==> src/rtl/pb_pkg.sv <==
// Shared constants and types for the pixel-buffer write arbiter.
package pb_pkg;

    localparam int unsigned H_RES     = 160;
    localparam int unsigned V_RES     = 120;
    localparam int unsigned PIX_COUNT = H_RES * V_RES;
    localparam int unsigned ADDR_W    = 15;
    localparam int unsigned DATA_W    = 4;

    // 9-bit x and 8-bit y intermediates keep X0+W and Y0+H from wrapping
    localparam int unsigned X0_W = 8;
    localparam int unsigned Y0_W = 7;
    localparam int unsigned X_W  = 9;
    localparam int unsigned Y_W  = 8;

    localparam logic [X_W-1:0]    X_LIM    = X_W'(H_RES);
    localparam logic [Y_W-1:0]    Y_LIM    = Y_W'(V_RES);
    localparam logic [ADDR_W-1:0] ROW_STEP = ADDR_W'(H_RES);

    typedef enum logic {
        IDLE = 1'b0,
        FILL = 1'b1
    } fill_state_e;

endpackage

==> src/rtl/sync_edge.sv <==
// Two-flop synchroniser followed by a registered rising-edge pulse.
module sync_edge (
    input  logic clk,
    input  logic rst_n,
    input  logic d,
    output logic pulse
);

    logic meta;
    logic sync;
    logic prev;

    always_ff @(posedge clk) begin
        if (!rst_n) begin
            meta  <= 1'b0;
            sync  <= 1'b0;
            prev  <= 1'b0;
            pulse <= 1'b0;
        end else begin
            meta  <= d;
            sync  <= meta;
            prev  <= sync;
            pulse <= sync & ~prev;
        end
    end

endmodule

==> src/rtl/pb_write_arbiter.sv <==
// Shares the pixel-buffer write port between CPU single-pixel writes
// (priority) and a rectangle-fill engine.
module pb_write_arbiter
    import pb_pkg::*;
(
    input  logic              VGA_CLK,
    input  logic              RESET_N,
    input  logic [ADDR_W-1:0] CPU_ADDR,
    input  logic [DATA_W-1:0] CPU_DATA,
    input  logic              CPU_WE,
    input  logic [X0_W-1:0]   FILL_X0,
    input  logic [Y0_W-1:0]   FILL_Y0,
    input  logic [X0_W-1:0]   FILL_W,
    input  logic [Y0_W-1:0]   FILL_H,
    input  logic [DATA_W-1:0] FILL_COLOUR,
    input  logic              FILL_START,
    output logic [ADDR_W-1:0] PB_WA,
    output logic [DATA_W-1:0] PB_DATA,
    output logic              PB_WE,
    output logic              FILL_BUSY,
    output logic              FILL_DONE
);

    logic cpu_ev;
    logic fill_ev;

    sync_edge u_cpu_sync (.clk(VGA_CLK), .rst_n(RESET_N), .d(CPU_WE),     .pulse(cpu_ev));
    sync_edge u_fill_sync(.clk(VGA_CLK), .rst_n(RESET_N), .d(FILL_START), .pulse(fill_ev));

    fill_state_e       state, state_d;
    logic [X_W-1:0]    x, x_d, x_start, x_start_d, x_end, x_end_d;
    logic [Y_W-1:0]    y, y_d, y_end, y_end_d;
    logic [ADDR_W-1:0] row_base, row_base_d;
    logic [DATA_W-1:0] colour, colour_d;
    logic              last_q, last_d;
    logic [ADDR_W-1:0] wa_d;
    logic [DATA_W-1:0] data_d;
    logic              we_d;
    logic              accept, empty_ev;
    logic [X_W-1:0]    x_sum, x_nxt;
    logic [Y_W-1:0]    y_sum, y_nxt;
    logic              rect_empty;

    // Next-state, fill datapath and write-port arbitration
    always_comb begin
        state_d    = state;
        x_d        = x;
        y_d        = y;
        x_start_d  = x_start;
        x_end_d    = x_end;
        y_end_d    = y_end;
        row_base_d = row_base;
        colour_d   = colour;
        last_d     = 1'b0;
        we_d       = 1'b0;
        wa_d       = PB_WA;
        data_d     = PB_DATA;
        accept     = 1'b0;
        empty_ev   = 1'b0;

        x_sum      = X_W'(FILL_X0) + X_W'(FILL_W);
        y_sum      = Y_W'(FILL_Y0) + Y_W'(FILL_H);
        x_nxt      = x + X_W'(1);
        y_nxt      = y + Y_W'(1);
        rect_empty = (FILL_W == '0) || (FILL_H == '0) ||
                     (X_W'(FILL_X0) >= X_LIM) || (Y_W'(FILL_Y0) >= Y_LIM);

        if (cpu_ev) begin
            we_d   = 1'b1;
            wa_d   = CPU_ADDR;
            data_d = CPU_DATA;
        end

        case (state)
            IDLE: begin
                if (fill_ev) begin
                    if (rect_empty) begin
                        empty_ev = 1'b1;
                    end else begin
                        state_d    = FILL;
                        accept     = 1'b1;
                        x_d        = X_W'(FILL_X0);
                        x_start_d  = X_W'(FILL_X0);
                        x_end_d    = (x_sum > X_LIM) ? X_LIM : x_sum;
                        y_d        = Y_W'(FILL_Y0);
                        y_end_d    = (y_sum > Y_LIM) ? Y_LIM : y_sum;
                        row_base_d = ADDR_W'(FILL_Y0) * ROW_STEP;
                        colour_d   = FILL_COLOUR;
                    end
                end
            end
            FILL: begin
                // A CPU event in this cycle stalls the engine in place
                if (!cpu_ev) begin
                    we_d   = 1'b1;
                    wa_d   = row_base + ADDR_W'(x);
                    data_d = colour;
                    if (x_nxt == x_end) begin
                        x_d        = x_start;
                        y_d        = y_nxt;
                        row_base_d = row_base + ROW_STEP;
                        if (y_nxt == y_end) begin
                            state_d = IDLE;
                            last_d  = 1'b1;
                        end
                    end else begin
                        x_d = x_nxt;
                    end
                end
            end
            default: state_d = IDLE;
        endcase
    end

    always_ff @(posedge VGA_CLK) begin
        if (!RESET_N) begin
            state     <= IDLE;
            x         <= '0;
            y         <= '0;
            x_start   <= '0;
            x_end     <= '0;
            y_end     <= '0;
            row_base  <= '0;
            colour    <= '0;
            last_q    <= 1'b0;
            PB_WA     <= '0;
            PB_DATA   <= '0;
            PB_WE     <= 1'b0;
            FILL_BUSY <= 1'b0;
            FILL_DONE <= 1'b0;
        end else begin
            state     <= state_d;
            x         <= x_d;
            y         <= y_d;
            x_start   <= x_start_d;
            x_end     <= x_end_d;
            y_end     <= y_end_d;
            row_base  <= row_base_d;
            colour    <= colour_d;
            last_q    <= last_d;
            PB_WA     <= wa_d;
            PB_DATA   <= data_d;
            PB_WE     <= we_d;
            // Busy drops and done rises the cycle after the final write is on the port
            if (accept) begin
                FILL_BUSY <= 1'b1;
                FILL_DONE <= 1'b0;
            end else if (last_q) begin
                FILL_BUSY <= 1'b0;
                FILL_DONE <= 1'b1;
            end else if (empty_ev) begin
                FILL_DONE <= 1'b1;
            end
        end
    end

endmodule
==> config.mk <==
export PLATFORM = sky130hd
export DESIGN_NAME = pb_write_arbiter
export DESIGN_NICKNAME = d
export VERILOG_FILES = /design/src/rtl/pb_pkg.sv /design/src/rtl/sync_edge.sv /design/src/rtl/pb_write_arbiter.sv
export SDC_FILE = /design/constraint.sdc
export NUM_CORES = 1
export LEC_CHECK = 0
export CAP_MARGIN = 20
export CELL_PAD_IN_SITES_DETAIL_PLACEMENT = 0
export CELL_PAD_IN_SITES_GLOBAL_PLACEMENT = 1
export CORE_MARGIN = 2
export CORE_UTILIZATION = 46
export CTS_BUF_LIST = sky130_fd_sc_hd__clkbuf_2 sky130_fd_sc_hd__clkbuf_4 sky130_fd_sc_hd__clkbuf_8
export CTS_CLUSTER_SIZE = 14
export DETAILED_ROUTE_END_ITERATION = 8
export PLACE_DENSITY_LB_ADDON = 0.1
export REMOVE_ABC_BUFFERS = 1
export SLEW_MARGIN = 20
export SYNTH_ARGS = -nofsm -noshare
export SYNTH_HDL_FRONTEND = slang
export SYNTH_SLANG_ARGS = --single-unit
export TNS_END_PERCENT = 1
==> constraint.sdc <==
create_clock -name VGA_CLK -period 7.1 [get_ports VGA_CLK]
set_input_delay 1.42 -clock VGA_CLK [delete_from_list [all_inputs] [get_ports VGA_CLK]]
set_output_delay 1.42 -clock VGA_CLK [all_outputs]
set_load 0.02 [all_outputs]
==> reports/metrics.cfg <==
[outcome]
run_status = complete, no violations

[yosys]
synthArstFlopShare_pct = 0
syn-cell-area_um2 = 5580
synthCells = 685
synth_edf_count = 0
yosysSeqAreaShare_pct = 31.5
ys_types = 67
dominantRegCellSynth = dfxtp_1
ys_ff_latch = 88
ys_warn_count = 0
avgSynthCellArea_um2 = 8.15

[routing]
route.antenna.remaining_nets = 0
vias_per_cell = 5.78
wl_um = 14900
drc = 0
drtIter0Drc = 310
wl_per_cell_um = 16.6
vias = 5178
dr.pass1.iters = 4

[setup_path]
crit_path_max_fanout = 26
required_ns = 7.33
r2r_end = last_q$_SDFF_PP0_
startpoint_type = input pin
worst_setup_path_end_kind = flop
arrival_ns = 4.36
critPathKind = in -> reg
rrSetupSlack_ns = 4.04
crit_path_start = FILL_H[2]
r2r_cells = 8
r2r-start = x[0]$_SDFFE_PN0P_

[sta]
drv_slew = 0
grt_setup_unrepaired = false
fmax_mhz = 242
finalCriticalPeriod_ns = 4.14
setup_viol = 0
fin_skew_ns = 0.00899
hold_slack_ns = 0.384
hold_violations = 0
fin_crit_sh_pct = 58.2
tightest_slew_ns = 0.900
setup_tns_ns = 0
max_slew_margin_pct = 39.5

[clocking]
cts_resized = 0
cts.reportedPaths.clkPinSlew_ns = 0.08
clk_latency_ns = 0.38
cts_root_buf = clkbuf_8
ctsHoldBuffers = 0
cts-htree-levels = 3
clk_path_buf_depth = 2
cts_inserted_buffers = 9
cts_sinks = 88
cts_setup_buffers = 0
cts_tree = done

[grt]
grt_start_max_net_pins = 58
grt-busiest-layer = met2
antenna_found_initial = 0
use_met3_pct = 3.18
gr-usage-met1_pct = 31.9
grt_pass1_wl_um = 24600
grt_pass1_vias = 5013
track_usage_pct = 23.4
grt-ovfl-total = 0
grtUsageMet2_pct = 38.3

[power]
combPwrFrac_pct = 20.1
clock_power_share_pct = 30.6
intPower_w = 0.000746
power_density_nw_per_um2 = 158
p_seq_share_pct = 49.3
power_switching_w = 0.000303
irDropWorstVdd_mv = 0.0749
power_leakage_nw = 2.45
swShare_pct = 28.9

[floorplan]
die_h_um = 114
initial_core_util_pct = 46.9
dieArea_um2 = 13000
die_x_um = 114
io_pins = 79
core_area_um2 = 11900
row_count = 40

[layout]
syn2layout_area_growth_pct = 18.8
layoutNonFillerInstCount = 896
drive_gt1_share_pct = 6.14
mostFrequentLayoutCells = dfxtp_1, clkdlybuf4s50_1, a21oi_1, nand2_1, nor2_1
final_core_util_pct = 55.7
n_antenna_cell = 0
fin_nets = 838
n_fill_cell = 1163
final_common_cell = dfxtp_1
final_cell_area_um2 = 6630

[placement]
port_buffers = 78
dp_cells = 881
postPlaceCellArea_um2 = 6460
gp_congestion = 0.779
hpwl_um = 10600

[hold_path]
hold_end = u_cpu_sync.pulse$_SDFF_PN0_
hold_depth = 1
hp-start = u_cpu_sync.prev$_SDFF_PN0_
worstHoldPathType = reg -> reg

[flow_run]
cap_violations = 0

## synthesized netlist by cell type (4+ instances only)
library cell  instances  share of area [%]
dfxtp_1              88                 32
a21oi_1              59                5.3
nand2_1              59                4.0
nor2_1               58                3.9
o21ai_0              39                3.5
nand3_1              34                3.0
ha_1                 33                7.4
clkbuf_1             25                1.7
xnor2_1              25                3.9
inv_1                21                1.4
mux2i_1              21                3.8
a211oi_1             16                2.2
nor3_1               16                1.4
xor2_1               16                2.5
o31ai_1              12                1.6
and3_1               10                1.1
nor2b_1              10                1.1
o211ai_1              8                1.1
or3_1                 8               0.90
a21o_1                7               0.94
and2_1                7               0.78
buf_1                 6               0.40
or2_2                 6               0.67
a21boi_0              5               0.67
a31oi_1               5               0.56
nand4_1               5               0.56
nor3b_1               5               0.67
nor4_1                5               0.56
o2111ai_1             5               0.78
o21a_1                5               0.67
o221a_2               5                1.0
o41ai_1               5               0.78
nand3b_1              4               0.54
or4_1                 4               0.54
## cell families after synthesis
family | count (synthesis) | share of synthesized area [%]
adder cells (fa/ha/maj) | 36 | 8.47
flip-flops | 88 | 31.5
AND/OR/NAND/NOR | 241 | 21.2
AO/OA/AOI/OAI | 195 | 23.1
XOR/XNOR | 43 | 7.24
buffers and inverters | 59 | 4.35
multiplexers | 22 | 3.97
other | 1 | 0.0672
## worst max-delay path by stage
| stage | endpoint | slack (ns) | depth (start not counted) |
|---|---|---|---|
| floorplan | x[3]$_SDFFE_PN0P_ | 3.04 | 6 |
| detailed placement | x[1]$_SDFFE_PN0P_ | 2.54 | 8 |
| global route | x[1]$_SDFFE_PN0P_ | 2.71 | 8 |
| global placement | x[1]$_SDFFE_PN0P_ | 2.70 | 8 |
| CTS | x[1]$_SDFFE_PN0P_ | 2.94 | 8 |
| finish | x[1]$_SDFFE_PN0P_ | 2.96 | 8 |
## state kept, by name, summed over array words and instances (netlist names), 4 cells and up
signal,cells
y,8
row_base,10
PB_WA,15
x_end,9
x_start,8
PB_DATA,4
colour,4
x,9
y_end,8
## layout make-up
| cell class | count | area, µm² | area share (%) |
|---|---|---|---|
| multi-input combinational | 538 | 3600 | 54.3 |
| sequential | 88 | 1760 | 26.6 |
| timing repair buffer | 85 | 828 | 12.5 |
| tap | 147 | 184 | 2.77 |
| clock buffer | 11 | 151 | 2.28 |
| inverter | 23 | 86.3 | 1.30 |
| clock inverter | 4 | 20.0 | 0.302 |
## stage by stage
stage | power (W) | worst slack, ns
2_1_floorplan | 0.000652 | 3.04
3_3_place_gp | 0.000734 | 2.70
3_5_place_dp | 0.000739 | 2.54
4_1_cts | 0.00106 | 2.94
5_1_grt | 0.00110 | 2.71
6_report | 0.00105 | 2.96
## critical path, cell delays in order
cell and delay [ns]:
clkdlybuf4s50_1 0.43, or4_1 0.57, nor4_1 0.54, a211o_1 0.55, buf_4 0.40, nand2_1 0.20
o211ai_1 0.20, a21oi_1 0.05
## metal layers
layer / up-vias / routed length (µm)
met1: 2426 / 7280
met5: - / 0
met2: 123 / 6670
met4: 0 / 252
met3: 16 / 677
li1: 2613 / -
## power groups by stage
stage | registers [W] | clock network, W | logic [W]
finish | 0.000517 | 0.000321 | 0.000211
global route | 0.000519 | 0.000346 | 0.000234
detailed placement | 0.000529 | 0 | 0.000210
CTS | 0.000517 | 0.000327 | 0.000212
floorplan | 0.000532 | 0 | 0.000119
global placement | 0.000528 | 0 | 0.000205
Power figures use the tool's default switching activity.
==> variant, RTL diff (config.mk and constraints unchanged) <==
Change the package constant `Y0_W` from 7 to 9.
--- a/src/rtl/pb_pkg.sv
+++ b/src/rtl/pb_pkg.sv
@@ -9,7 +9,7 @@
 
     // 9-bit x and 8-bit y intermediates keep X0+W and Y0+H from wrapping
     localparam int unsigned X0_W = 8;
-    localparam int unsigned Y0_W = 7;
+    localparam int unsigned Y0_W = 9;
     localparam int unsigned X_W  = 9;
     localparam int unsigned Y_W  = 8;
 
Ports: changed (resized FILL_H and FILL_Y0); port bits go from 79 to 83. No check against the original RTL was run, so the function may have changed too.
==> variant against the unedited design <==
Cell area up 1.6%. Routed wire length grew 0.18%. Die area is essentially flat. Synthesized area is essentially flat. Clock power rose by 29%. Total power is 7.6% higher. Worst setup slack lost 170 ps. Sequential cell count unchanged. Critical path type unchanged. Largest cell class unchanged. Largest power group unchanged.
==> variant: results (changes against the unedited design) <==
metric,value,unit,change
synth_area_leaders,"dfxtp_1 (32%), ha_1 (8.1%), a21oi_1 (5.1%)",,
synth-compound-area-share,22.1,%,-1.0 points
p_int,0.827,mW,+11%
synthAdderAreaFrac,9.15,%,+0.68 points
grt_pass1_vias,4860,,-3.1%
critPathArrivalTime,4550,ps,+190 ps
cp_max_fo,19,,-27%
finalWirelength,14900,µm,+0.18%
fin_skew,10.3,ps,+1.28 ps
leakagePower,2.55,nW,+4.0%
synth_seq_area_share,31.6,%,about the same
ir_drop,0.000108,V,+44%
instances_no_fill,913,,+1.9%
grt.total_usage,23.4,%,about the same
dpl_cell_area,6500,µm²,+0.58%
dp.cells,897,,+1.8%
dpl.hpwl,11000,µm,+3.4%
first_pass_iters,5,,+1
insertedDiodeCount,0,,unchanged
place.gp.congestion,0.837,,+7.4%
ff2ff_path_depth,9,,+1
routed_via_density,5.70,,-1.4%
grt_pass1_wl,24300,µm,-1.1%
synth_async_sr_flop_share,0,%,unchanged
grt_start_max_net_pins,45,,-22%
critPathMaxStageDelay,660,ps,+90 ps
status,completed,,
synth_cell_types,59,,-12%
preCtsSetupSlack,2380,ps,-165 ps
hold_viol,0,,unchanged
clockRootBuffer,clkbuf_8,,
synthMuxAreaShare,3.63,%,-0.33 points
post_synth.cell_area_avg,8.02,µm²,-1.7%
numPortBuffers,82,,+5.1%
cpMaxStageDelayCell,a31oi_1,,
final_nets,861,,+2.7%
synth_xor_area_share,7.54,%,+0.30 points
insertion_delay,370,ps,
drive_gt1_share,5.35,%,-0.79 points
drt-initial-drc-count,404,,+30%
maxSlewHeadroom,42.3,%,+2.8 points
fillers,1168,,+0.43%
[variant: cell count changes after synthesis, moves of 6 or more]
| cell | change |
|---|---|
| a211oi_1 | -8 |
| nand3_1 | -15 |
| nand2_1 | +7 |
| nor2b_1 | +6 |
| a31oi_1 | +8 |
| buf_2 | +6 |
| nor2_1 | +16 |
| o22ai_1 | +7 |
[variant: power groups by stage]
| stage | clock [mW] | sequential (mW) | combinational [mW] |
|---|---|---|---|
| after floorplan | 0 | 0.527 | 0.113 |
| final | 0.414 | 0.513 | 0.202 |
| after CTS | 0.420 | 0.513 | 0.203 |
| after global placement | 0 | 0.524 | 0.198 |
| after detailed placement | 0 | 0.524 | 0.201 |
| after global routing | 0.442 | 0.514 | 0.224 |
[variant: layout make-up]
type | instances | area [µm²] | share of cell area (%)
inverters | 26 | 97.6 | 1.45
flip-flops and latches | 88 | 1760 | 26.2
clock inverters | 4 | 73.8 | 1.10
repair buffers | 91 | 888 | 13.2
clock buffers | 12 | 165 | 2.45
multi-input cells | 545 | 3570 | 52.9
well taps | 147 | 184 | 2.73
[variant: layer usage]
| metal | global-route usage (%) | share of wire, % |
|---|---|---|
| met2 | 36.9 | 44 |
| met1 | 33.4 | 50 |
| met5 | 0 | 0 |
| met3 | 4.18 | 4.8 |
| met4 | 5.45 | 1.3 |
[variant: path summary, 6_finish.rpt]
path | end | slack, ps | startpoint
max | row_base[12] | 2790 | FILL_W[1]
min reg2reg | u_cpu_sync.pulse | 390 | u_cpu_sync.prev
min | u_cpu_sync.pulse | 390 | u_cpu_sync.prev
max reg2reg | row_base[12] | 3260 | state
[variant: worst max-delay path: cells and delay by family]
| family | cells | cell delay (ps) |
|---|---|---|
| simple gates | 4 | 1190 |
| buf+inv | 2 | 660 |
| compound gates | 3 | 1270 |
